## config.mk

```make
export PLATFORM = sky130hd
export DESIGN_NAME = beat_packer_flat
export DESIGN_NICKNAME = d
export VERILOG_FILES = /design/src/rtl/beat_packer_pkg.sv /design/src/rtl/beat_packer_if.sv /design/src/rtl/beat_packer.sv /design/src/flat_wrapper.sv
export SDC_FILE = /design/constraint.sdc
export NUM_CORES = 1
export LEC_CHECK = 0
export CORE_AREA = 2 2 66 68
export DETAILED_ROUTE_END_ITERATION = 10
export DIE_AREA = 0 0 68 70
export PLACE_DENSITY_LB_ADDON = 0.08
export SLEW_MARGIN = 20
export SYNTH_ARGS = -nofsm -noshare
export SYNTH_HDL_FRONTEND = slang
export SYNTH_SLANG_ARGS = --single-unit
export TNS_END_PERCENT = 5
```

## constraint.sdc

```tcl
create_clock -name clk -period 1.4 [get_ports clk]
set_input_delay 0.21 -clock clk [delete_from_list [all_inputs] [get_ports clk]]
set_output_delay 0.21 -clock clk [all_outputs]
set_load 0.02 [all_outputs]
```

## src/rtl/beat_packer_pkg.sv

```systemverilog
// Shared types and helpers for the beat packer and its sibling width converters.
// Lane slicing lives here so packer and unpacker agree on lane placement.
package beat_packer_pkg;

    typedef enum logic {
        FILL = 1'b0,
        FULL = 1'b1
    } state_t;

    // Lane counter width; never narrower than one bit, even for N == 1.
    function automatic int cnt_w(input int n);
        return (n <= 1) ? 1 : $clog2(n);
    endfunction

    // Low bit index of lane `lane` in a word of `width`-bit lanes.
    function automatic int lane_lo(input int lane, input int width);
        return lane * width;
    endfunction

endpackage

```

## src/rtl/beat_packer_if.sv

```systemverilog
// Narrow-beat input and wide-word output handshakes of the beat packer.
// slave is the packer side; master is the side that drives beats and consumes words.
interface beat_packer_if #(
    parameter int L = 8,
    parameter int N = 4
);
    logic             valid_f;
    logic             ready_f;
    logic [L-1:0]     data_f;
    logic             last_f;
    logic             valid_b;
    logic             ready_b;
    logic [N*L-1:0]   data_b;
    logic [N-1:0]     keep_b;
    logic             last_b;

    modport slave (
        input  valid_f, data_f, last_f, ready_b,
        output ready_f, valid_b, data_b, keep_b, last_b
    );

    modport master (
        output valid_f, data_f, last_f, ready_b,
        input  ready_f, valid_b, data_b, keep_b, last_b
    );
endinterface

```

## src/rtl/beat_packer.sv

```systemverilog
// Packs N L-bit beats into one N*L-bit word, last_f closes a partial word with keep mask.
// Latency: word valid the cycle after its closing beat; 1 beat/cycle, ready_f = ready_b while full.
module beat_packer
    import beat_packer_pkg::*;
#(
    parameter int L = 8,
    parameter int N = 4
) (
    input  logic          clk,
    input  logic          rst,
    beat_packer_if.slave  bus
);

    localparam int                CNT_W    = cnt_w(N);
    localparam logic [CNT_W-1:0]  CNT_LAST = CNT_W'(N - 1);

    state_t            state, state_nx;
    logic [CNT_W-1:0]  cnt, cnt_nx;
    logic [N*L-1:0]    data_q, data_nx;
    logic [N-1:0]      keep_q, keep_nx;
    logic [N-1:0]      lane_we;
    logic              last_q, last_nx;
    logic              acc_f, acc_b;

    // The output register doubles as the assembly register, so a full word stalls input.
    assign bus.ready_f = (state == FILL) ? 1'b1 : bus.ready_b;
    assign bus.valid_b = (state == FULL);
    assign bus.data_b  = data_q;
    assign bus.keep_b  = keep_q;
    assign bus.last_b  = last_q;

    assign acc_f = bus.valid_f && bus.ready_f;
    assign acc_b = bus.valid_b && bus.ready_b;

    always_comb begin
        lane_we = '0;
        for (int k = 0; k < N; k++) begin
            lane_we[k] = (cnt == CNT_W'(k));
        end
    end

    always_ff @(posedge clk or posedge rst) begin
        if (rst) begin
            state  <= FILL;
            cnt    <= '0;
            data_q <= '0;
            keep_q <= '0;
            last_q <= 1'b0;
        end else begin
            state  <= state_nx;
            cnt    <= cnt_nx;
            data_q <= data_nx;
            keep_q <= keep_nx;
            last_q <= last_nx;
        end
    end

    always_comb begin
        state_nx = state;
        cnt_nx   = cnt;
        data_nx  = data_q;
        keep_nx  = keep_q;
        last_nx  = last_q;
        case (state)
            FILL: begin
                if (acc_f) begin
                    for (int k = 0; k < N; k++) begin
                        if (lane_we[k]) begin
                            data_nx[lane_lo(k, L) +: L] = bus.data_f;
                            keep_nx[k]                  = 1'b1;
                        end
                    end
                    if (cnt == CNT_LAST || bus.last_f) begin
                        state_nx = FULL;
                        last_nx  = bus.last_f;
                        cnt_nx   = '0;
                    end else begin
                        cnt_nx = cnt + CNT_W'(1);
                    end
                end
            end
            FULL: begin
                if (acc_b) begin
                    state_nx = FILL;
                    cnt_nx   = '0;
                    data_nx  = '0;
                    keep_nx  = '0;
                    last_nx  = 1'b0;
                    // A beat arriving with the handoff opens the next word in lane 0.
                    if (acc_f) begin
                        data_nx[L-1:0] = bus.data_f;
                        keep_nx[0]     = 1'b1;
                        if (N == 1 || bus.last_f) begin
                            state_nx = FULL;
                            last_nx  = bus.last_f;
                        end else begin
                            cnt_nx = CNT_W'(1);
                        end
                    end
                end
            end
            default: state_nx = FILL;
        endcase
    end

endmodule

```

## src/flat_wrapper.sv

```systemverilog
// flat-port wrapper written by rule: the top's interface ports become plain ports
module beat_packer_flat import beat_packer_pkg::*;
#(
    parameter int L = 8,
    parameter int N = 4
)
  (clk, rst, bus_valid_f, bus_data_f, bus_last_f, bus_ready_b, bus_ready_f, bus_valid_b, bus_data_b, bus_keep_b, bus_last_b);
  beat_packer_if #(.L(L), .N(N)) bus_i ();
  input  logic clk;
  input  logic rst;
  input wire logic [$bits(bus_i.valid_f)-1:0] bus_valid_f;
  input wire logic [$bits(bus_i.data_f)-1:0] bus_data_f;
  input wire logic [$bits(bus_i.last_f)-1:0] bus_last_f;
  input wire logic [$bits(bus_i.ready_b)-1:0] bus_ready_b;
  output wire logic [$bits(bus_i.ready_f)-1:0] bus_ready_f;
  output wire logic [$bits(bus_i.valid_b)-1:0] bus_valid_b;
  output wire logic [$bits(bus_i.data_b)-1:0] bus_data_b;
  output wire logic [$bits(bus_i.keep_b)-1:0] bus_keep_b;
  output wire logic [$bits(bus_i.last_b)-1:0] bus_last_b;
  assign bus_i.valid_f = bus_valid_f;
  assign bus_i.data_f = bus_data_f;
  assign bus_i.last_f = bus_last_f;
  assign bus_i.ready_b = bus_ready_b;
  assign bus_ready_f = bus_i.ready_f;
  assign bus_valid_b = bus_i.valid_b;
  assign bus_data_b = bus_i.data_b;
  assign bus_keep_b = bus_i.keep_b;
  assign bus_last_b = bus_i.last_b;
  beat_packer #(.L(L), .N(N)) u_core (.clk(clk), .rst(rst), .bus(bus_i));
endmodule
```

Word level (Yosys, flattened, before mapping)
Index checks and enable logic that the tools add are counted.
- register bits: 40
- word-level logic and storage cells: 66
- bits in writable memories: 0
- ROM bits: 0
- latch bits: 0
- input bits: 13
- memories kept: 0
- output and inout port bits: 39
- div/mod/pow operators: 0
- reduce and logical (&&, ||, !) cells: 10
- muxes and demuxes: 33
- bitwise operators: 1
- add/subtract/negate cells: 1
- multiply operators: 0
- shift-type cells: 0
- $lt $le $gt $ge: 0
- equal/unequal tests: 10
- operator list (kind ; count):
    2-to-1 mux 32 bit ; 2
    one-hot mux 32 bit (2 select lines) ; 1
    2-to-1 mux 8 bit ; 5
    2-to-1 mux 1 bit ; 15
    AND reduction 3 bit ; 5
    inequality test 2 x 1 -> 1 bit (second input constant) ; 5
    2-to-1 mux 2 bit ; 4
    2-to-1 mux 4 bit ; 2
    one-hot mux 4 bit (2 select lines) ; 1
    == test 2 bit (second input constant) ; 2
    inequality test 2 bit (second input constant) ; 2
    one-hot mux 1 bit (2 select lines) ; 2
    one-hot mux 2 bit (2 select lines) ; 1
    adder 2 x 1 -> 2 bit (second input constant) ; 1
    == test 2 x 1 -> 1 bit (second input constant) ; 1
    logical AND 1 bit ; 2
    zero test 2 bit ; 1
    AND reduction 2 bit ; 1
    logical OR 1 bit ; 1
    NOT 1 bit ; 1

Longest topological paths before layout
Gate-level depths: netlist of run 1.
- depth after elaboration: 5
- depth in mapped cells: 6
- gate-level depth less buffers: 5

Least setup slack after synthesis of run 1
No wires, ideal clock.
- kind: reg-to-reg
- start point: register u_core.state (netlist: u_core.bus.valid_b)
- end point: register u_core.cnt[0]
- setup time: 122 ps
- data arrival time: 1244 ps
- data required time: 1278 ps
- period minus slack after synthesis: 1365 ps
- cell stages (with the launch flop): 5
- slack: 35 ps
- path through: dfrtp_1 > buf_4 > nand2b_1 > o21ai_0 > a32o_1
- longest elaborated chain between the ends: 5
- RTL lines (what ; line ; RTL):
    from (decl) ; beat_packer.sv:17 ; state_t state, state_nx;
    from (signal assigned) ; beat_packer.sv:50 ; state <= state_nx;
    2-to-1 mux 1 bit (*) ; beat_packer.sv:26 ; assign bus.ready_f = (state == FILL) ? 1'b1 : bus.ready_b;
    named net bus_ready_f ; flat_wrapper.sv:15 ; output wire logic [$bits(bus_i.ready_f)-1:0] bus_ready_f;
    logical AND 1 bit (*) ; beat_packer.sv:32 ; assign acc_f = bus.valid_f && bus.ready_f;
    2-to-1 mux 2 bit ; beat_packer.sv:90 ; if (acc_f) begin
    2-to-1 mux 2 bit ; beat_packer.sv:83 ; if (acc_b) begin
    one-hot mux 2 bit (2 select lines) ; beat_packer.sv:64 ; case (state)
    to (signal assigned) ; beat_packer.sv:51 ; cnt <= cnt_nx;
    to (decl) ; beat_packer.sv:18 ; logic [CNT_W-1:0] cnt, cnt_nx;
The timed path passes the listed nets; every way through them passes the cells marked *. The select of a mux whose other input is x is not followed.
A chain may end at the register's enable or synchronous reset.

Worst setup path in the final report of run 1
- start point: register u_core.cnt[0]
- end point: register u_core.data_q[2] (netlist: u_core.bus.data_b[2])
- longest elaborated chain between the ends: 3
- RTL lines (what ; line ; RTL):
    zero test 2 bit ; beat_packer.sv:38 ; lane_we[k] = (cnt == CNT_W'(k));
    inequality test 2 x 1 -> 1 bit (no source line) ; -- ;
    AND reduction 3 bit (no source line) ; -- ;
    to (signal assigned) ; beat_packer.sv:52 ; data_q <= data_nx;
    to (decl) ; beat_packer.sv:19 ; logic [N*L-1:0] data_q, data_nx;
Every way passes these cells.

==> results of run 1 <==
cell usage after synthesis:
| cell | instances |
|---|---|
| sky130_fd_sc_hd__ha_1 | 4 |
| sky130_fd_sc_hd__o22ai_1 | 1 |
| sky130_fd_sc_hd__o21ai_0 | 2 |
| sky130_fd_sc_hd__nand2_2 | 1 |
| sky130_fd_sc_hd__and3_1 | 16 |
| sky130_fd_sc_hd__clkbuf_1 | 1 |
| sky130_fd_sc_hd__nand3_1 | 16 |
| sky130_fd_sc_hd__nand3b_1 | 1 |
| sky130_fd_sc_hd__buf_12 | 1 |
| sky130_fd_sc_hd__buf_2 | 2 |
| sky130_fd_sc_hd__buf_4 | 2 |
| sky130_fd_sc_hd__a31o_1 | 16 |
| sky130_fd_sc_hd__a22o_1 | 8 |
| sky130_fd_sc_hd__a21o_1 | 2 |
| sky130_fd_sc_hd__inv_1 | 4 |
| sky130_fd_sc_hd__nor2b_1 | 1 |
| sky130_fd_sc_hd__dfrtp_1 | 40 |
| sky130_fd_sc_hd__o31ai_1 | 1 |
| sky130_fd_sc_hd__a21boi_2 | 2 |
| sky130_fd_sc_hd__nand2_4 | 2 |
| sky130_fd_sc_hd__a32o_1 | 2 |
| sky130_fd_sc_hd__buf_6 | 3 |
| sky130_fd_sc_hd__o32a_1 | 1 |
| sky130_fd_sc_hd__nand2_1 | 18 |
| sky130_fd_sc_hd__nand2b_1 | 2 |
| sky130_fd_sc_hd__nor2b_4 | 1 |
registers in the layout, indices dropped and copies added (netlist names):
| register | count |
|---|---|
| u_core.bus.data_b | 32 |
| u_core.bus.keep_b | 4 |
| u_core.bus.last_b | 1 |
| u_core.bus.valid_b | 1 |
| u_core.cnt | 2 |
logic make-up after synthesis:
kind of cell | synth area share [%]
AOI/OAI and AO/OA | 17.1
adders and majority gates | 2.83
buffers and inverters | 5.52
DFF | 56.7
and+or+nand+nor | 17.9
what timing repair did:
| action | CTS | global route |
|---|---|---|
| setup buffers | 0 | 2 |
| setup endpoints to repair | 47 | 29 |
| cloned | 0 | 0 |
| resized for setup | 42 | 9 |
| pin swaps | 0 | 1 |
metrics by stage:
| stage | util [%] | worst slack (ns) | TNS (ns) |
|---|---|---|---|
| after floorplan | - | 0.0349 | 0 |
| after global placement | 57.5 | -0.285 | -3.60 |
| after detailed placement | 57.5 | -0.306 | -3.71 |
| after CTS | 59.7 | 0.000969 | 0 |
| after global routing | 60.3 | -0.0315 | -0.102 |
| final | 60.3 | 0.0374 | 0 |
power by group through the flow:
stage / Combinational, mW / Sequential (mW) / Clock [mW]
CTS: 0.854 / 1.40 / 1.12
floorplan: 0.313 / 1.61 / 0
finish: 0.860 / 1.41 / 1.09
global placement: 0.933 / 1.42 / 0
global route: 0.927 / 1.43 / 1.17
detailed placement: 0.954 / 1.43 / 0
final timing paths:
check                                        end  cells after the start  slack, ns
min reg2reg                 u_core.bus.keep_b[0]                      1       0.48
min in group clk            u_core.bus.keep_b[0]                      1       0.48
min                        u_core.bus.data_b[25]                      3       0.27
max reg2reg                 u_core.bus.data_b[2]                      6       0.04
max                         u_core.bus.data_b[2]                      6       0.04
max in group asynchronous          u_core.cnt[0]                      3       0.92
worst reg2reg max path: stages (launching register included):
cell and delay, ns:
sky130_fd_sc_hd__dfrtp_2 0.41, sky130_fd_sc_hd__inv_1 0.08, sky130_fd_sc_hd__ha_1 0.22, sky130_fd_sc_hd__nand2b_1 0.13, sky130_fd_sc_hd__a21boi_4 0.07, sky130_fd_sc_hd__buf_4 0.16
sky130_fd_sc_hd__a22o_1 0.18
final cells by class:
class / instances / area [um^2]
sequential: 40 / 1000
fill: 357 / 1650
clock buffer: 5 / 68.8
clock inverter: 2 / 60.1
timing repair buffer: 66 / 602
tap: 52 / 65.1
multi-input combinational: 97 / 686
inverter: 4 / 15.0
routing by layer:
layer | track usage [%] | vias up
met5 | 0 | -
met4 | 4.67 | 0
met3 | 5.48 | 2
met2 | 35.4 | 49
met1 | 24.4 | 719
li1 | - | 672
placed cells by master, fill, tap and decap left out, types with 5 or more instances in the layout:
cell type and n:
sky130_fd_sc_hd__dlygate4sd2_1 37, sky130_fd_sc_hd__dfrtp_1 39, sky130_fd_sc_hd__buf_4 12, sky130_fd_sc_hd__nand3_1 16, sky130_fd_sc_hd__and3_1 16, sky130_fd_sc_hd__clkdlybuf4s50_1 12, sky130_fd_sc_hd__a22o_1 8, sky130_fd_sc_hd__nand2_1 18
sky130_fd_sc_hd__clkbuf_8 5, sky130_fd_sc_hd__a31o_1 16
==> impl_results.rst, run 1 <==
.. list-table::
   :header-rows: 1

   * - Metric
     - Value
   * - Outcome
     - finished clean
   * - Min-delay worst type
     - in2async
   * - Total nets after synthesis
     - roughly 170
   * - Cell count after placement
     - roughly 260
   * - Cell type with the largest total area after synthesis
     - sky130_fd_sc_hd__dfrtp_1
   * - Detailed Route Iter0 Violations
     - about 100
   * - Pwr Total
     - about 3.4 mW
   * - Yosys warning count
     - 0
   * - Data required time at the worst endpoint
     - 1.58 ns
   * - FF+latch count, synth
     - 40
   * - Starting density of the core
     - between 40% and 50%
   * - LEAKAGE
     - approximately 1.4 nW
   * - Start-to-end type of the worst setup path
     - reg2reg
   * - Pre-Repair DR Iteration Count
     - 4
   * - Peak per-stage delay on the critical path
     - roughly 0.4 ns
   * - Rel. slew slack
     - ~84%
   * - Count of port buffers added during placement
     - ~50
   * - Non-filler instance count after layout
     - around 270
   * - M1 wire length
     - between 1.5 and 2 mm
   * - Number of endpoints with negative hold slack in the final report
     - 0
   * - Metal3 WL
     - 260 um
   * - GRT overflow
     - 0
   * - Synthesized instance count
     - 150
   * - Power per Cell Area
     - 1340 nW/um^2
   * - Unique cell type count in the Yosys netlist
     - 26
   * - Part of the power in registers
     - 41.9%
   * - Switching share of total power
     - 28.8%
   * - Data arrival time of the critical path
     - about 1.5 ns
   * - Detailed-route via count
     - approximately 1.4k
   * - Final wirelength
     - between 4 and 5 mm
   * - Wirelength per Cell
     - 16.5 um
   * - Die Wd
     - 68 um
   * - Initial antenna violation count
     - 0
   * - Pin count of the biggest net entering global routing
     - 41
   * - Combinational fraction of design power
     - around 26%
   * - Remaining DRCs
     - 0
   * - Switching Power
     - slightly below 1 mW
   * - Buffers & Inverters on Critical Path
     - 2
   * - Synthesized cell area
     - 1770 um^2
   * - Critical path startpoint
     - u_core.cnt[0]
   * - # clock sinks
     - 40
   * - Maximum ir drop on the vdd rail
     - roughly 0.00078 V
   * - Area added between synthesis and finish
     - 41.4%
   * - Clock latency of the later-clocked register in the worst-skew pair
     - slightly below 0.3 ns
   * - List of cells traversed by the critical path
     - inv_1, ha_1, nand2b_1, a21boi_4, buf_4, a22o_1
   * - CTS tree
     - built
   * - Top routing layer in use
     - met4
   * - Mean Syn Cell Area
     - around 12 um^2
   * - Ratio of cells with drive above 1 in the final layout
     - between 10% and 20%
   * - Highest fanout seen on the critical path
     - 7
   * - Minimum clock period after layout
     - ~1.4 ns
   * - Total die area
     - approximately 4800 um^2
   * - Antenna fix cells
     - 0
   * - RSZ-0062 raised after global routing
     - true
   * - Final HPWL from detailed placement
     - roughly 3.1 mm
   * - Total Routing Usage GR
     - 20.3%
   * - Slowest cell on the critical path
     - sky130_fd_sc_hd__dfrtp_2
   * - Core area
     - 4140 um^2
   * - Global-route wire length before repair
     - between 7 and 8 mm
   * - Top Ports
     - 52
   * - Setup violations, final
     - 0
   * - Met2 Wirelength
     - 2.33 mm
   * - Average via count per standard cell
     - approximately 5.4
   * - Share of the cycle needed by the critical path after routing
     - between 90% and 100%
   * - Non-Filler Cell Area, Final
     - between 2000 and 2500 um^2
   * - TritonCTS Buffers
     - 5
   * - Post-placement cell area
     - 2380 um^2
   * - Final worst clock skew
     - slightly above 0.007 ns
   * - Worst slew pin tran
     - about 0.24 ns
   * - Vert. Die Dim
     - 70 um
   * - Share of the synthesized area in the top cell type
     - between 50% and 60%
   * - Pins Over Slew Limit
     - 0
   * - Part of the total power dissipated in the clock network
     - 32.5%
   * - Synth area leaders
     - sky130_fd_sc_hd__dfrtp_1, sky130_fd_sc_hd__a31o_1, sky130_fd_sc_hd__and3_1, sky130_fd_sc_hd__nand3_1, sky130_fd_sc_hd__a22o_1
   * - Count of nets after finishing
     - about 230
   * - Critical path's top delay family
     - flip-flops
   * - FMAX
     - roughly 0.73 GHz
   * - Internal portion of total power
     - 2.39 mW
   * - Clock Pin Slew Worst Setup and Hold Paths
     - approximately 0.080 ns
   * - Kind of capture point of the worst setup path
     - register
   * - Count of max-cap constraint violations
     - 0
   * - Root buf cell
     - sky130_fd_sc_hd__clkbuf_8
   * - Number of core rows
     - 24
   * - Final weighted congestion of routability-driven global placement
     - about 0.73
   * - Number of global-route vias before repair
     - 1426
   * - Worst hold margin
     - around 0.27 ns
   * - Reg2reg start
     - u_core.cnt[0]
   * - Sequential cell area fraction in the yosys report
     - roughly 57%
   * - CTS hold repair buffers
     - 0
   * - Remaining antenna violation count after routing
     - 0
   * - Worst Setup Start Kind
     - register
   * - Clk buf depth
     - 2
   * - Number of H-tree levels
     - 2
Power figures use the tool's default switching activity.
==> run 2, diff against run 1 <==
--- a/config.mk
+++ b/config.mk
@@ -8,6 +8,7 @@
 export CORE_AREA = 2 2 66 68
 export DETAILED_ROUTE_END_ITERATION = 10
 export DIE_AREA = 0 0 68 70
+export DONT_BUFFER_PORTS = 1
 export PLACE_DENSITY_LB_ADDON = 0.08
 export SLEW_MARGIN = 20
 export SYNTH_ARGS = -nofsm -noshare
==> impl_results.rst, run 2 (synthesized netlist as in run 1, its figures left out) <==
.. list-table::
   :header-rows: 1

   * - Metric
     - Value
   * - Final wirelength
     - between 4 and 5 mm
   * - Core area
     - 4140 um^2
   * - Global route hottest layer
     - met2
   * - Number of endpoints with negative hold slack in the final report
     - 0
   * - Final weighted congestion of routability-driven global placement
     - 0.799
   * - Clk buf depth
     - 2
   * - # clock sinks
     - 40
   * - # fillers
     - ~390
   * - Area added between synthesis and finish
     - 9.91%
   * - Switching share of total power
     - approximately 33%
   * - GRT overflow
     - 0
   * - Wirelength per Cell
     - ~19 um
   * - Power per Cell Area
     - between 1000 and 1500 nW/um^2
   * - Data arrival time of the critical path
     - roughly 1.5 ns
   * - Antenna fix cells
     - 0
   * - Internal portion of total power
     - 1.83 mW
   * - Count of port buffers added during placement
     - 0
   * - Pin count of the biggest net entering global routing
     - 41
   * - Non-Filler Cell Area, Final
     - slightly below 2000 um^2
   * - Count of nets after finishing
     - approximately 180
   * - Number of H-tree levels
     - 2
   * - Remaining antenna violation count after routing
     - 0
   * - Flip-flop count of the largest register, all copies and words added
     - 32
   * - Most frequent standard cell in the layout excluding fill and tap cells
     - sky130_fd_sc_hd__dfrtp_1
   * - Total Routing Usage GR
     - 18.3%
   * - Highest fanout seen on the critical path
     - 9
   * - Share of the cycle needed by the critical path after routing
     - 97.6%
   * - Final HPWL from detailed placement
     - between 2 and 3 mm
   * - Average via count per standard cell
     - about 5.8
   * - Clock Pin Slew Worst Setup and Hold Paths
     - 0.07 ns
   * - Clock latency of the later-clocked register in the worst-skew pair
     - 0.29 ns
   * - TritonCTS Buffers
     - 5
   * - Part of the total power dissipated in the clock network
     - 26.1%
   * - Pre-Repair DR Iteration Count
     - 4
   * - Highest-count cells in the layout ignoring fill and taps
     - sky130_fd_sc_hd__dfrtp_1, sky130_fd_sc_hd__nand2_1, sky130_fd_sc_hd__and3_1, sky130_fd_sc_hd__a31o_1, sky130_fd_sc_hd__nand3_1
   * - Data required time at the worst endpoint
     - 1.57 ns
   * - Pins Over Slew Limit
     - 0
   * - Grt met1 use
     - 22.6%
   * - Detailed Route Iter0 Violations
     - 80
   * - Setup violations, final
     - 0
   * - Number of core rows
     - 24
   * - Count of max-cap constraint violations
     - 0
   * - Root buf cell
     - sky130_fd_sc_hd__clkbuf_8
   * - Switching Power
     - 0.889 mW
   * - Worst slew pin tran
     - 0.510 ns
   * - Post-placement cell area
     - approximately 1800 um^2
   * - Minimum clock period after layout
     - approximately 1.4 ns
   * - Starting density of the core
     - between 40% and 50%
   * - Met3 layer usage reported by global route
     - just under 8%
   * - CTS tree
     - built
   * - LEAKAGE
     - 1.03 nW
   * - Rel. slew slack
     - 66.0%
   * - Combinational fraction of design power
     - between 10% and 20%
   * - Met2 GRT Util
     - around 29%
   * - Remaining DRCs
     - 0
   * - Total die area
     - around 4800 um^2
   * - Die Wd
     - roughly 70 um
   * - RSZ-0062 raised after global routing
     - true
   * - Min-delay worst type
     - in2reg
   * - Part of the power in registers
     - between 50% and 60%
   * - Global-route wire length before repair
     - 6.42 mm
   * - Top Ports
     - 52
   * - Final worst clock skew
     - approximately 0.0082 ns
   * - Maximum ir drop on the vdd rail
     - between 0.0005 and 0.0006 V
   * - Start-to-end type of the worst setup path
     - reg2reg
   * - Outcome
     - finished clean
   * - Initial antenna violation count
     - 0
   * - Core utilization of the finished layout
     - a little under half
   * - Kind of capture point of the worst setup path
     - register
   * - Number of global-route vias before repair
     - 1245
   * - Worst Setup Start Kind
     - register
   * - Detailed-route via count
     - about 1.2k
   * - FMAX
     - 0.732 GHz
   * - Ratio of cells with drive above 1 in the final layout
     - between 15 and 20%
   * - Vert. Die Dim
     - approximately 70 um
==> run 2: cell type report <==
type                       count  area [um^2]  area share, %
multi-input combinational     97          683           35.2
sequential                    40         1000           51.6
inverter                       4         15.0          0.773
clock inverter                 1         5.00          0.258
clock buffer                   6         72.6           3.74
tap                           52         65.1           3.35
timing repair buffer          12         98.8           5.09
==> run 2: final timing paths <==
check                              startpoint                    end  slack [ns]  depth (start not counted)
worst max-delay path            u_core.cnt[0]  u_core.bus.data_b[21]        0.03                          4
worst min-delay path            bus_data_f[1]  u_core.bus.data_b[25]        0.04                          2
worst max register to register  u_core.cnt[0]  u_core.bus.data_b[21]        0.03                          4
worst min register to register  u_core.cnt[0]          u_core.cnt[0]        0.63                          1
max in group asynchronous                 rst     u_core.bus.valid_b        0.52                          3
min in group asynchronous                 rst   u_core.bus.data_b[0]        0.49                          3
==> run 2: power by group through the flow <==
stage | Clock (mW) | Sequential (mW) | Combinational (mW)
after global routing | 0.799 | 1.65 | 0.429
after global placement | 0 | 1.64 | 0.356
after floorplan | 0 | 1.61 | 0.313
after CTS | 0.725 | 1.63 | 0.386
final | 0.709 | 1.63 | 0.383
after detailed placement | 0 | 1.65 | 0.369
==> run 2: per-stage QoR <==
step	setup TNS, ns	std cells	power [mW]	worst slack (ns)	hold slack, ns
after floorplan	0	150	1.92	0.0349	0.299
after global placement	-0.00187	202	2.00	-0.00187	0.247
after detailed placement	-0.282	202	2.02	-0.0481	0.262
after CTS	0	211	2.74	0.00237	0.0416
after global routing	-1.21	212	2.88	-0.0741	0.0411
final	0	212	2.72	0.0330	0.0449
==> run 2: repair_timing <==
action / 4_1_cts / 5_1_grt
setup endpoints to repair: 9 / 35
buffers inserted: 0 / 1
gates resized for setup: 3 / 3
pin swaps: 0 / 1
hold buffers: 2 / 0
hold endpoints to repair: 41 / 0
==> run 2: worst max-delay path: stages, from the launching register on <==
cell and delay (ns):
sky130_fd_sc_hd__dfrtp_1 0.44, sky130_fd_sc_hd__inv_2 0.08, sky130_fd_sc_hd__ha_1 0.35, sky130_fd_sc_hd__nand2_4 0.14, sky130_fd_sc_hd__a31o_1 0.24
==> run 2: metal layers <==
metal	up-vias	wire length, um
li1	563	-
met4	0	46
met5	-	0
met1	617	1710
met3	6	361
met2	41	1940
==> run 3, diff against run 2 <==
--- a/config.mk
+++ b/config.mk
@@ -9,6 +9,7 @@
 export DETAILED_ROUTE_END_ITERATION = 10
 export DIE_AREA = 0 0 68 70
 export DONT_BUFFER_PORTS = 1
+export HOLD_SLACK_MARGIN = 0.1
 export PLACE_DENSITY_LB_ADDON = 0.08
 export SLEW_MARGIN = 20
 export SYNTH_ARGS = -nofsm -noshare
==> impl_results.rst, run 3 (synthesized netlist as in run 1, its figures left out) <==
.. list-table::
   :header-rows: 1

   * - Metric
     - Value
   * - Outcome
     - finished clean
   * - Antenna fix cells
     - 0
   * - Number of global-route vias before repair
     - between 1k and 1.5k
   * - Final wirelength
     - around 4.4 mm
   * - Flip-flop count of the largest register, all copies and words added
     - 32
   * - Most frequent standard cell in the layout excluding fill and tap cells
     - sky130_fd_sc_hd__dfrtp_1
   * - Worst setup slack after layout
     - ~0.036 ns
   * - Pre-Repair DR Iteration Count
     - 4
   * - # clock sinks
     - 40
   * - Root buf cell
     - sky130_fd_sc_hd__clkbuf_8
   * - FMAX
     - about 0.73 GHz
   * - # fillers
     - 390
   * - Register area
     - between 1000 and 1500 um^2
   * - Total die area
     - 4760 um^2
   * - GRT overflow
     - 0
   * - Count of nets after finishing
     - 188
   * - Share of the cycle needed by the critical path after routing
     - 97.5%
   * - Maximum ir drop on the vdd rail
     - roughly 0.00055 V
   * - R2r worst-path depth
     - 4
   * - Data arrival time of the critical path
     - 1.53 ns
   * - Worst-case setup slack after placement
     - -0.0481 ns
   * - Core area
     - ~4100 um^2
   * - Detailed Route Iter0 Violations
     - 72
   * - Final weighted congestion of routability-driven global placement
     - 0.799
   * - Vert. Die Dim
     - 70 um
   * - Pin count of the biggest net entering global routing
     - a little over 40
   * - Average via count per standard cell
     - about 5.7
   * - Power per Cell Area
     - around 1300 nW/um^2
   * - Clk buf depth
     - 2
   * - RSZ-0062 raised after global routing
     - true
   * - Start-to-end type of the worst setup path
     - reg2reg
   * - Detailed-route via count
     - around 1.3k
   * - Depth of the worst hold-timing path
     - 2
   * - Count of port buffers added during placement
     - 0
   * - Non-filler instance count after layout
     - ~220
   * - Final worst clock skew
     - just under 0.009 ns
   * - List of cells traversed by the critical path
     - inv_2, ha_1, nand2_4, a31o_1
   * - Pins Over Slew Limit
     - 0
   * - Final HPWL from detailed placement
     - approximately 2.9 mm
   * - Peak per-stage delay on the critical path
     - about 0.44 ns
   * - Initial antenna violation count
     - 0
   * - Die Wd
     - ~68 um
   * - Worst hold margin
     - ~0.13 ns
   * - Slowest cell on the critical path
     - sky130_fd_sc_hd__dfrtp_1
   * - Ratio of cells with drive above 1 in the final layout
     - 15.2%
   * - Remaining DRCs
     - 0
   * - Area used by multi-input combinational logic
     - 683 um^2
   * - Area added between synthesis and finish
     - 16.1%
   * - CTS tree
     - built
   * - Setup violations, final
     - 0
   * - Minimum clock period after layout
     - 1.36 ns
   * - Remaining antenna violation count after routing
     - 0
   * - Data required time at the worst endpoint
     - between 1.5 and 2 ns
   * - Kind of capture point of the worst setup path
     - register
   * - Number of endpoints with negative hold slack in the final report
     - 0
   * - Global-route wire length before repair
     - 6.77 mm
   * - Worst slew pin tran
     - roughly 0.51 ns
   * - Number of H-tree levels
     - 2
   * - Wirelength per Cell
     - 19.6 um
   * - TritonCTS Buffers
     - 5
   * - Highest-count cells in the layout ignoring fill and taps
     - sky130_fd_sc_hd__dfrtp_1, sky130_fd_sc_hd__nand2_1, sky130_fd_sc_hd__and3_1, sky130_fd_sc_hd__a31o_1, sky130_fd_sc_hd__nand3_1
   * - Number of core rows
     - 24
   * - Cell count after placement
     - between 200 and 250
   * - Clock latency of the later-clocked register in the worst-skew pair
     - between 0.2 and 0.3 ns
   * - Highest fanout seen on the critical path
     - 9
   * - Count of max-cap constraint violations
     - 0
   * - Top Ports
     - 52
   * - Worst Setup Start Kind
     - register
   * - Min-delay worst type
     - in2reg
   * - Clock Pin Slew Worst Setup and Hold Paths
     - roughly 0.07 ns
   * - Total Routing Usage GR
     - 19.5%
   * - LEAKAGE
     - around 1.1 nW
   * - Starting density of the core
     - 42.6%
   * - Rel. slew slack
     - 65.7%
[run 3: area by class of cell]
class,count,share of cell area (%)
multi-input cells,97,33.3
clock buffers,6,3.54
well taps,52,3.17
inverters,4,0.732
repair buffers,23,10.2
flip-flops and latches,40,48.8
clock inverters,1,0.244
[run 3: timing repair]
action / CTS / global route
pin swaps: 0 / 1
setup buffers: 0 / 1
gates resized for setup: 3 / 3
hold endpoints to repair: 60 / 1
hold buffers: 12 / 1
setup endpoints to repair: 9 / 35
[run 3: worst max-delay path: cells and delay by family (launching register included)]
kind	cells	cell delay, ns
DFF	1	0.44
and+or+nand+nor	1	0.14
buffers and inverters	1	0.08
AOI/OAI and AO/OA	1	0.25
adders and majority gates	1	0.35
[run 3: final timing paths]
check | start | end | slack [ns]
hold reg to reg | u_core.cnt[0] | u_core.cnt[0] | 0.62
hold / removal | bus_ready_b | u_core.bus.valid_b | 0.13
setup / recovery | u_core.cnt[0] | u_core.bus.data_b[21] | 0.04
min in group asynchronous | rst | u_core.bus.data_b[5] | 0.49
setup reg to reg | u_core.cnt[0] | u_core.bus.data_b[21] | 0.04
max in group asynchronous | rst | u_core.bus.valid_b | 0.51
[run 3: stage by stage]
| stage | power [mW] | utilization [%] | setup TNS [ns] | instance area (um^2) |
|---|---|---|---|---|
| floorplan | 1.92 | - | 0 | 1770 |
| global placement | 2.00 | 43.8 | -0.00187 | 1820 |
| detailed placement | 2.02 | 43.8 | -0.282 | 1820 |
| CTS | 2.77 | 49.0 | 0 | 2030 |
| global route | 2.91 | 49.5 | -1.20 | 2050 |
| finish | 2.75 | 49.5 | 0 | 2050 |
[run 3: layer usage]
layer,GRT usage (%),vias to the layer above,wire (um)
met5,0,-,0
met4,4.67,0,48
met3,8.21,6,395
met2,32.8,46,2180
met1,22.6,640,1740
li1,-,584,-
[run 3: report_power, final]
group / leakage (nW) / internal, mW / switching (mW)
logic: 0.503 / 0.200 / 0.216
registers: 0.532 / 1.31 / 0.317
clock network: 0.0410 / 0.339 / 0.369
total: 1.08 / 1.85 / 0.903
